--- config.mk ---
export PLATFORM = sky130hd
export DESIGN_NAME = algo_2rw_b740_req_sched
export DESIGN_NICKNAME = d
export VERILOG_FILES = /design/src/rtl/algo_2rw_b740_req_sched.sv
export SDC_FILE = /design/constraint.sdc
export NUM_CORES = 1
export LEC_CHECK = 0
export ABC_AREA = 1
export CAP_MARGIN = 20
export CORE_MARGIN = 2
export CORE_UTILIZATION = 45
export DETAILED_ROUTE_END_ITERATION = 16
export PLACE_DENSITY = 0.76
export SLEW_MARGIN = 10
export SYNTH_ARGS = -nofsm -noshare
export SYNTH_HDL_FRONTEND = slang
export SYNTH_SLANG_ARGS = --single-unit
--- constraint.sdc ---
create_clock -name clk -period 5.22 [get_ports clk]
set_clock_uncertainty 0.2 [all_clocks]
set_input_delay 0.783 -clock clk [delete_from_list [all_inputs] [get_ports clk]]
set_output_delay 0.783 -clock clk [all_outputs]
set_load 0.05 [all_outputs]
--- src/rtl/algo_2rw_b740_req_sched.sv ---
`default_nettype none
// ============================================================================
// algo_2rw_b740_req_sched : two-port request scheduler for a 2RW memory wrapper
//   with same-address hazard serialization and credit-based response FIFOs.
// Revision : 1.0
// ============================================================================
module algo_2rw_b740_req_sched #(
    parameter int WIDTH    = 32,
    parameter int BITADDR  = 13,
    parameter int REQDEPTH = 4,
    parameter int BITREQD  = 2,
    parameter int RSPDEPTH = 4,
    parameter int BITRSPD  = 2,
    parameter int RDLAT    = 1
) (
    input  logic                 clk,
    input  logic                 rst,
    input  logic [1:0]           req_vld,
    output logic [1:0]           req_rdy,
    input  logic [1:0]           req_wr,
    input  logic [2*BITADDR-1:0] req_addr,
    input  logic [2*WIDTH-1:0]   req_din,
    input  logic [2*WIDTH-1:0]   req_bw,
    output logic [1:0]           rw_read,
    output logic [1:0]           rw_write,
    output logic [2*BITADDR-1:0] rw_addr,
    output logic [2*WIDTH-1:0]   rw_din,
    output logic [2*WIDTH-1:0]   rw_bw,
    input  logic [1:0]           rw_vld,
    input  logic [2*WIDTH-1:0]   rw_dout,
    output logic [1:0]           rsp_vld,
    input  logic [1:0]           rsp_rdy,
    output logic [2*WIDTH-1:0]   rsp_dout
);

    localparam int ENTW = 1 + BITADDR + 2 * WIDTH;
    localparam int DRW  = (RDLAT > 0) ? $clog2(RDLAT + 1) : 1;
    localparam logic [DRW-1:0]     DRAIN_INIT = RDLAT[DRW-1:0];
    localparam logic [BITRSPD+1:0] RSP_LIMIT  = RSPDEPTH[BITRSPD+1:0];

    logic [DRW-1:0]          drain_cnt;
    logic                    drain_done;
    logic                    draining;
    logic                    rr;
    logic                    conflict;
    logic [1:0]              eligible;
    logic [1:0]              head_wr;
    logic [1:0][BITADDR-1:0] head_addr;
    logic [1:0]              issue;

    // Returns still in the wrapper pipe at reset time arrive during the drain and are dropped.
    assign draining = (drain_cnt != '0);

    always_ff @(posedge clk) begin
        if (!rst) begin
            drain_cnt  <= DRAIN_INIT;
            drain_done <= 1'b0;
        end else begin
            if (draining) begin
                drain_cnt <= drain_cnt - DRW'(1);
            end
            drain_done <= !draining;
        end
    end

    always_comb begin
        conflict = eligible[0] && eligible[1] &&
                   (head_addr[0] == head_addr[1]) && (head_wr[0] || head_wr[1]);
        issue = eligible;
        if (conflict) begin
            issue = rr ? 2'b10 : 2'b01;
        end
    end

    always_ff @(posedge clk) begin
        if (!rst) begin
            rr <= 1'b0;
        end else if (conflict) begin
            rr <= ~rr;
        end
    end

    for (genvar p = 0; p < 2; p++) begin : g_port
        logic [ENTW-1:0]    req_mem [REQDEPTH];
        logic [BITREQD:0]   req_wp;
        logic [BITREQD:0]   req_rp;
        logic [BITREQD:0]   req_cnt;
        logic [ENTW-1:0]    head;
        logic               req_push;
        logic               req_nonempty;
        logic [WIDTH-1:0]   rsp_mem [RSPDEPTH];
        logic [BITRSPD:0]   rsp_wp;
        logic [BITRSPD:0]   rsp_rp;
        logic [BITRSPD:0]   rsp_cnt;
        logic [BITRSPD:0]   inflight;
        logic [BITRSPD+1:0] credit_used;
        logic               rsp_nonempty;
        logic               rsp_push;
        logic               rsp_pop;
        logic               rd_issue;
        logic               rd_q;
        logic               wr_q;
        logic [BITADDR-1:0] addr_q;
        logic [WIDTH-1:0]   din_q;
        logic [WIDTH-1:0]   bw_q;

        assign req_cnt      = req_wp - req_rp;
        assign req_nonempty = (req_cnt != '0);
        assign req_rdy[p]   = drain_done && !req_cnt[BITREQD];
        assign req_push     = req_vld[p] && req_rdy[p];
        assign head         = req_mem[req_rp[BITREQD-1:0]];
        assign head_wr[p]   = head[ENTW-1];
        assign head_addr[p] = head[ENTW-2 -: BITADDR];

        // A read may only issue if its response is guaranteed a slot in the response FIFO.
        assign credit_used  = {1'b0, inflight} + {1'b0, rsp_cnt};
        assign eligible[p]  = req_nonempty && (head_wr[p] || (credit_used < RSP_LIMIT));
        assign rd_issue     = issue[p] && !head_wr[p];

        always_ff @(posedge clk) begin
            if (req_push) begin
                req_mem[req_wp[BITREQD-1:0]] <= {req_wr[p], req_addr[p*BITADDR +: BITADDR],
                                                 req_din[p*WIDTH +: WIDTH], req_bw[p*WIDTH +: WIDTH]};
            end
        end

        always_ff @(posedge clk) begin
            if (!rst) begin
                req_wp <= '0;
                req_rp <= '0;
            end else begin
                if (req_push) req_wp <= req_wp + 1'b1;
                if (issue[p]) req_rp <= req_rp + 1'b1;
            end
        end

        always_ff @(posedge clk) begin
            if (!rst) begin
                rd_q   <= 1'b0;
                wr_q   <= 1'b0;
                addr_q <= '0;
                din_q  <= '0;
                bw_q   <= '0;
            end else begin
                rd_q <= rd_issue;
                wr_q <= issue[p] && head_wr[p];
                if (issue[p]) begin
                    addr_q <= head[ENTW-2 -: BITADDR];
                    din_q  <= head_wr[p] ? head[2*WIDTH-1 -: WIDTH] : '0;
                    bw_q   <= head_wr[p] ? head[WIDTH-1:0] : '0;
                end
            end
        end

        assign rw_read[p]                    = rd_q;
        assign rw_write[p]                   = wr_q;
        assign rw_addr[p*BITADDR +: BITADDR] = addr_q;
        assign rw_din[p*WIDTH +: WIDTH]      = din_q;
        assign rw_bw[p*WIDTH +: WIDTH]       = bw_q;

        assign rsp_cnt      = rsp_wp - rsp_rp;
        assign rsp_nonempty = (rsp_cnt != '0);
        assign rsp_push     = rw_vld[p] && !draining;
        assign rsp_pop      = rsp_nonempty && rsp_rdy[p];
        assign rsp_vld[p]   = rsp_nonempty;
        assign rsp_dout[p*WIDTH +: WIDTH] = rsp_nonempty ? rsp_mem[rsp_rp[BITRSPD-1:0]] : '0;

        always_ff @(posedge clk) begin
            if (rsp_push) begin
                rsp_mem[rsp_wp[BITRSPD-1:0]] <= rw_dout[p*WIDTH +: WIDTH];
            end
        end

        always_ff @(posedge clk) begin
            if (!rst) begin
                rsp_wp   <= '0;
                rsp_rp   <= '0;
                inflight <= '0;
            end else begin
                if (rsp_push) rsp_wp <= rsp_wp + 1'b1;
                if (rsp_pop)  rsp_rp <= rsp_rp + 1'b1;
                if (rd_issue && !rsp_push) begin
                    inflight <= inflight + 1'b1;
                end else if (!rd_issue && rsp_push) begin
                    inflight <= inflight - 1'b1;
                end
            end
        end
    end

endmodule
`default_nettype wire

======== Yosys cells after proc, flatten, opt, wreduce, memory -nomap -nowiden ========
Memories as Yosys holds them, arrays and structs flattened. A register that Yosys moved wholly into a read port is not among the register bits.
Cells that the tools add are included.
word-level totals
  bits in writable memories ............... 880
  bits in registers ....................... 191
  memories ................................ 4
  output and inout port bits .............. 226
operators by class
  eq/ne operators ......................... 1
  $lt $le $gt $ge ......................... 2
  reductions and logical operators ........ 39
  add/sub/neg operators ................... 19
  muxes and demuxes ....................... 29
  bitwise operators ....................... 1
memories
  memory             depth  width  read ports  clocked after memory_dff  wr ports  line  RTL
  g_port[0].req_mem  4      78     1           1                         1         84    logic [ENTW-1:0] req_mem [REQDEPTH];
  g_port[1].req_mem  4      78     1           1                         1         84
  g_port[0].rsp_mem  4      32     1           1                         1         91    logic [WIDTH-1:0] rsp_mem [RSPDEPTH];
  g_port[1].rsp_mem  4      32     1           1                         1         91
operators with widths
  kind                                                                   count
  32-bit two-way mux                                                     6
  3-bit by 1-bit adder with 3-bit output (second input constant)         10
  1-bit logical AND                                                      21
  2-bit two-way mux                                                      10
  13-bit == test                                                         1
  3-bit two-way mux                                                      4
  3-bit nonzero test                                                     4
  3-bit subtractor                                                       4
  1-bit zero test                                                        9
  1-bit two-way mux                                                      9
  3-bit by 3-bit adder with 4-bit output                                 2
  4-bit by 3-bit < comparator with 1-bit output (second input constant)  2
  3-bit by 1-bit subtractor with 3-bit output (second input constant)    2
  2-bit nonzero test                                                     2
  1-bit logical OR                                                       3
  1-bit NOT                                                              1
  1-bit subtractor (second input constant)                               1

======== Longest topological paths before layout ========
  word-level depth ........................ 14
  depth in mapped cells ................... 28
  depth with buffers taken out ............ 26

======== Worst setup path after synthesis ========
No wires, ideal clock.
  kind .................................... register -> register
  from .................................... register g_port[0].req_wp[0]
  to ...................................... register g_port[0].req_wp[2]
  stages on the path, launching flop included .. 14
  path buffers ............................ 0
  library setup time ...................... 0.093 ns
  required time ........................... 4.927 ns
  data arrival time ....................... 5.736 ns
  path slack .............................. -0.809 ns
  cells stage by stage .................... dfxtp_1 -> inv_1 -> ha_1 -> inv_1 -> nand2_1 -> nand2_1 -> inv_1 -> nand2_1 -> nand2_1 -> nor2_1 -> nand2_1 -> nor2_1 -> o21ai_0 -> a21oi_1
on the way
  longest elaborated chain between the ends .. 4
  elaborated cells between the ends (all ways) .. 5
RTL lines
  what                      line  RTL
  start: declaration        85    logic [BITREQD:0] req_wp;
  start signal: assignment  132   if (req_push) req_wp <= req_wp + 1'b1;
  3-bit subtractor          107   assign req_cnt = req_wp - req_rp;
  1-bit zero test           109   assign req_rdy[p] = drain_done && !req_cnt[BITREQD];
  1-bit logical AND         109
  net req_rdy[0]            19    output logic [1:0] req_rdy,
  1-bit logical AND         110   assign req_push = req_vld[p] && req_rdy[p];
The timed path passes the listed nets, and every way through them passes these cells.
A chain may end at the register's enable or synchronous reset.

======== Worst setup path in the final report ========
  from .................................... register g_port[1].rsp_wp[0]
  to ...................................... output port rsp_dout[37]
on the way
  longest elaborated chain between the ends .. 3
RTL lines
  what                      line  RTL
  start: declaration        92    logic [BITRSPD:0] rsp_wp;
  start signal: assignment  180   if (rsp_push) rsp_wp <= rsp_wp + 1'b1;
  3-bit subtractor          161   assign rsp_cnt = rsp_wp - rsp_rp;
  3-bit nonzero test        162   assign rsp_nonempty = (rsp_cnt != '0);
  32-bit two-way mux        166   assign rsp_dout[p*WIDTH +: WIDTH] = rsp_nonempty ? rsp_mem[rsp_rp[BITRSPD-1:0]] : '0;
  end: declaration          33    output logic [2*WIDTH-1:0] rsp_dout
No other way between the ends.

==> metrics.md <==
| Metric | Value |
|---|---|
| Post-DP HPWL | `61.0 mm` |
| Post-synth top area share | `between 60 and 70%` |
| Seq/Total Area, Yosys | `between 70 and 80%` |
| Post-route cell area | `52200 µm²` |
| # port buffers | `453` |
| ANT nets after route | `0` |
| CP Cell Sequence | `inv_1, ha_1, inv_1, fa_1, xor2_1, xor2_1, nand2_1, buf_4, nand2_1, inv_1, clkdlybuf4s50_1` |
| Area occupied by registers | `30400 µm²` |
| Root buf cell | `clkbuf_16` |
| # hold bufs at CTS | `0` |
| Max Transition Viols Final | `0` |
| Critical Path Fanout Max | `34` |
| Netlist cell types | `28` |
| Tightest Pin Transition | `1.06 ns` |
| Gr ovfl total | `0` |
| Slowest CP cell | `clkdlybuf4s50_1` |
| Final nets | `between 4000 and 5000` |
| Mapped Nets | `roughly 4100` |
| Unrepaired setup endpoints after global routing | `false` |
| Tot Pwr | `30300 µW` |
| Starting Density | `45.2%` |
| Longest Clk Path Bufs | `3` |
| Skew-Pair Late Insertion Delay | `0.69 ns` |
| Top delay family on crit path | `buffers and inverters` |
| YS warnings | `0` |
| Avg WL per Cell | `18.8 µm` |
| Layout cells sized above 1 | `6.41%` |
| Core area | `~95000 µm²` |
| Vias in the first global route | `28000` |
| All-Layer GR Usage | `between 20% and 30%` |
| Hold Fails Final Rpt | `0` |
| Worst path most repeated cell | `inv_1` |
| Initial antenna violation count | `28` |
| Area of the multi-input gates | `roughly 11000 µm²` |
| Die area | `a little under 100000 µm²` |
| Critical path's largest stage delay | `0.80 ns` |
| Most frequent cells after synthesis | `880 x edfxtp_1, 678 x nand2_1, 677 x nor2_1` |
| H-tree depth | `3` |
| Cell taking the most area after synthesis | `edfxtp_1` |
| Non-filler cells, final | `between 5000 and 6000` |
| TritonCTS buffer count | `109` |
| Hold_ws | `a little over 0.2 ns` |
| VDD IR max | `around 0.63 mV` |
| Mapped Cells | `3812` |
| Min Tclk post-route | `4.50 ns` |
| Area contributors post-synth | `edfxtp_1 62%, dfxtp_1 9.3%, nand2_1 5.9%` |
| Row count | `113` |
| Via density | `5.30` |
| Fmax | `about 0.22 GHz` |
| Max Cap Viol | `0` |
| CTS tree | `yes` |
| Final Core Density | `55.1%` |
| Most numerous cell in the Yosys netlist | `edfxtp_1` |
| PwrDens | `580 nW/µm²` |
| Count of flip-flops with a built-in enable after synthesis | `880` |
| Synth Area per Inst | `11.2 µm²` |
| DR iter-0 viols | `2610` |
| DP Area | `48600 µm²` |
| Critical Path RT | `4.24 ns` |
| Ys flop type | `edfxtp_1` |
| Drt pass-1 iters | `5` |
| Startpoint Class | `flop` |
| Routability Congestion | `0.801` |
| Chip height | `around 310 µm` |
| Total clock sinks | `approximately 1100` |
| Final Setup Violations | `0` |
| Clock transition at path regs | `0.06 ns` |
| Hold Path Class | `reg2reg` |
| Vias | `29500` |
| I/O pin count | `454` |
| Synthesized flop and latch total | `~1100` |
| Ys async rst share | `0%` |
| Placed Instances | `around 5300` |
| Status | `complete, no violations` |
| Setup bufs post-CTS | `0` |
| Slew headroom | `29.0%` |
| Die Width | `roughly 310 µm` |
| # DRC | `0` |
| Largest net degree at the start of global routing | `160` |
| Post-route clock period utilization | `86.1%` |
| Fillers | `~7700` |
| Leak | `0.0191 µW` |
| Detailed Route WL | `~100 mm` |
| Syn-to-layout area delta | `21.9%` |
| Crit path DAT | `3.51 ns` |
| CP bufs+invs | `5` |
| First-pass GRT wire length | `159 mm` |
| Crit path capture type | `primary output` |
| Resize count post-CTS | `0` |
| Synth Cell Area | `42800 µm²` |
| Critical path type | `reg2out` |
[where the power goes]
group          internal (µW)  switching (µW)
combinational           3880            8370
sequential             10000             480
clock                   4240            3270
[placed cells by master, fill, tap and decap left out, types with 109 or more instances in the layout]
cell and count:
clkdlybuf4s50_1 452, nand3_1 198, clkbuf_16 109, o22ai_1 128, a21oi_1 150, inv_1 161, nor2_1 661, edfxtp_1 880
dfxtp_1 191, nand2_1 678, o21ai_0 339
[path summary, 6_finish.rpt]
check	slack, ns	endpoint	depth (start not counted)	start
worst min register to register	0.21	drain_done	1	drain_cnt
worst min-delay path	0.21	drain_done	1	drain_cnt
worst max-delay path	0.72	rsp_dout[37]	11	g_port[1].rsp_wp[0]
worst max register to register	1.11	g_port[0].inflight[1]	23	g_port[1].rsp_wp[0]
[kinds of logic after synthesis]
kind of cell	count (synthesis)	share of synthesized area (%)
AOI/OAI and AO/OA	692	9.13
DFF	1079	71.1
and+or+nand+nor	1566	14.5
xor gates and xnor gates	8	0.164
buffers and inverters	431	4.03
adders and majority gates	36	1.12
[per-layer routing]
metal	global-route usage [%]	share of wire, %	up-vias
met5	0	0.048	-
li1	-	-	14000
met4	9.54	3.2	8
met3	4.09	7.3	193
met2	34.3	49	1038
met1	26.9	41	14200
[area by class of cell]
type / instances / share of cell area, %
clock inverters: 59 / 1.08
clock buffers: 146 / 5.63
well taps: 1265 / 3.03
diodes: 25 / 0.120
repair buffers: 508 / 9.96
multi-input cells: 2302 / 20.6
inverters: 178 / 1.30
flip-flops and latches: 1079 / 58.3
[through the flow]
stage	worst slack (ns)	setup TNS, ns
final	0.723	0
after global routing	0.436	0
after CTS	0.618	0
after detailed placement	1.09	0
after global placement	1.12	0
after floorplan	-0.753	-348.89
[flip-flops by register name (all words and copies together), names as in the netlist, named ones only]
signal / count
g_port.req_mem: 624
g_port.req_wp: 6
g_port.rd_q: 2
g_port.rsp_wp: 6
g_port.bw_q: 64
g_port.req_rp: 6
g_port.rsp_mem: 256
g_port.addr_q: 26
g_port.inflight: 6
g_port.rsp_rp: 6
g_port.din_q: 64
g_port.wr_q: 2
rr: 1
drain_cnt: 1
drain_done: 1
Power figures use the tool's default switching activity.
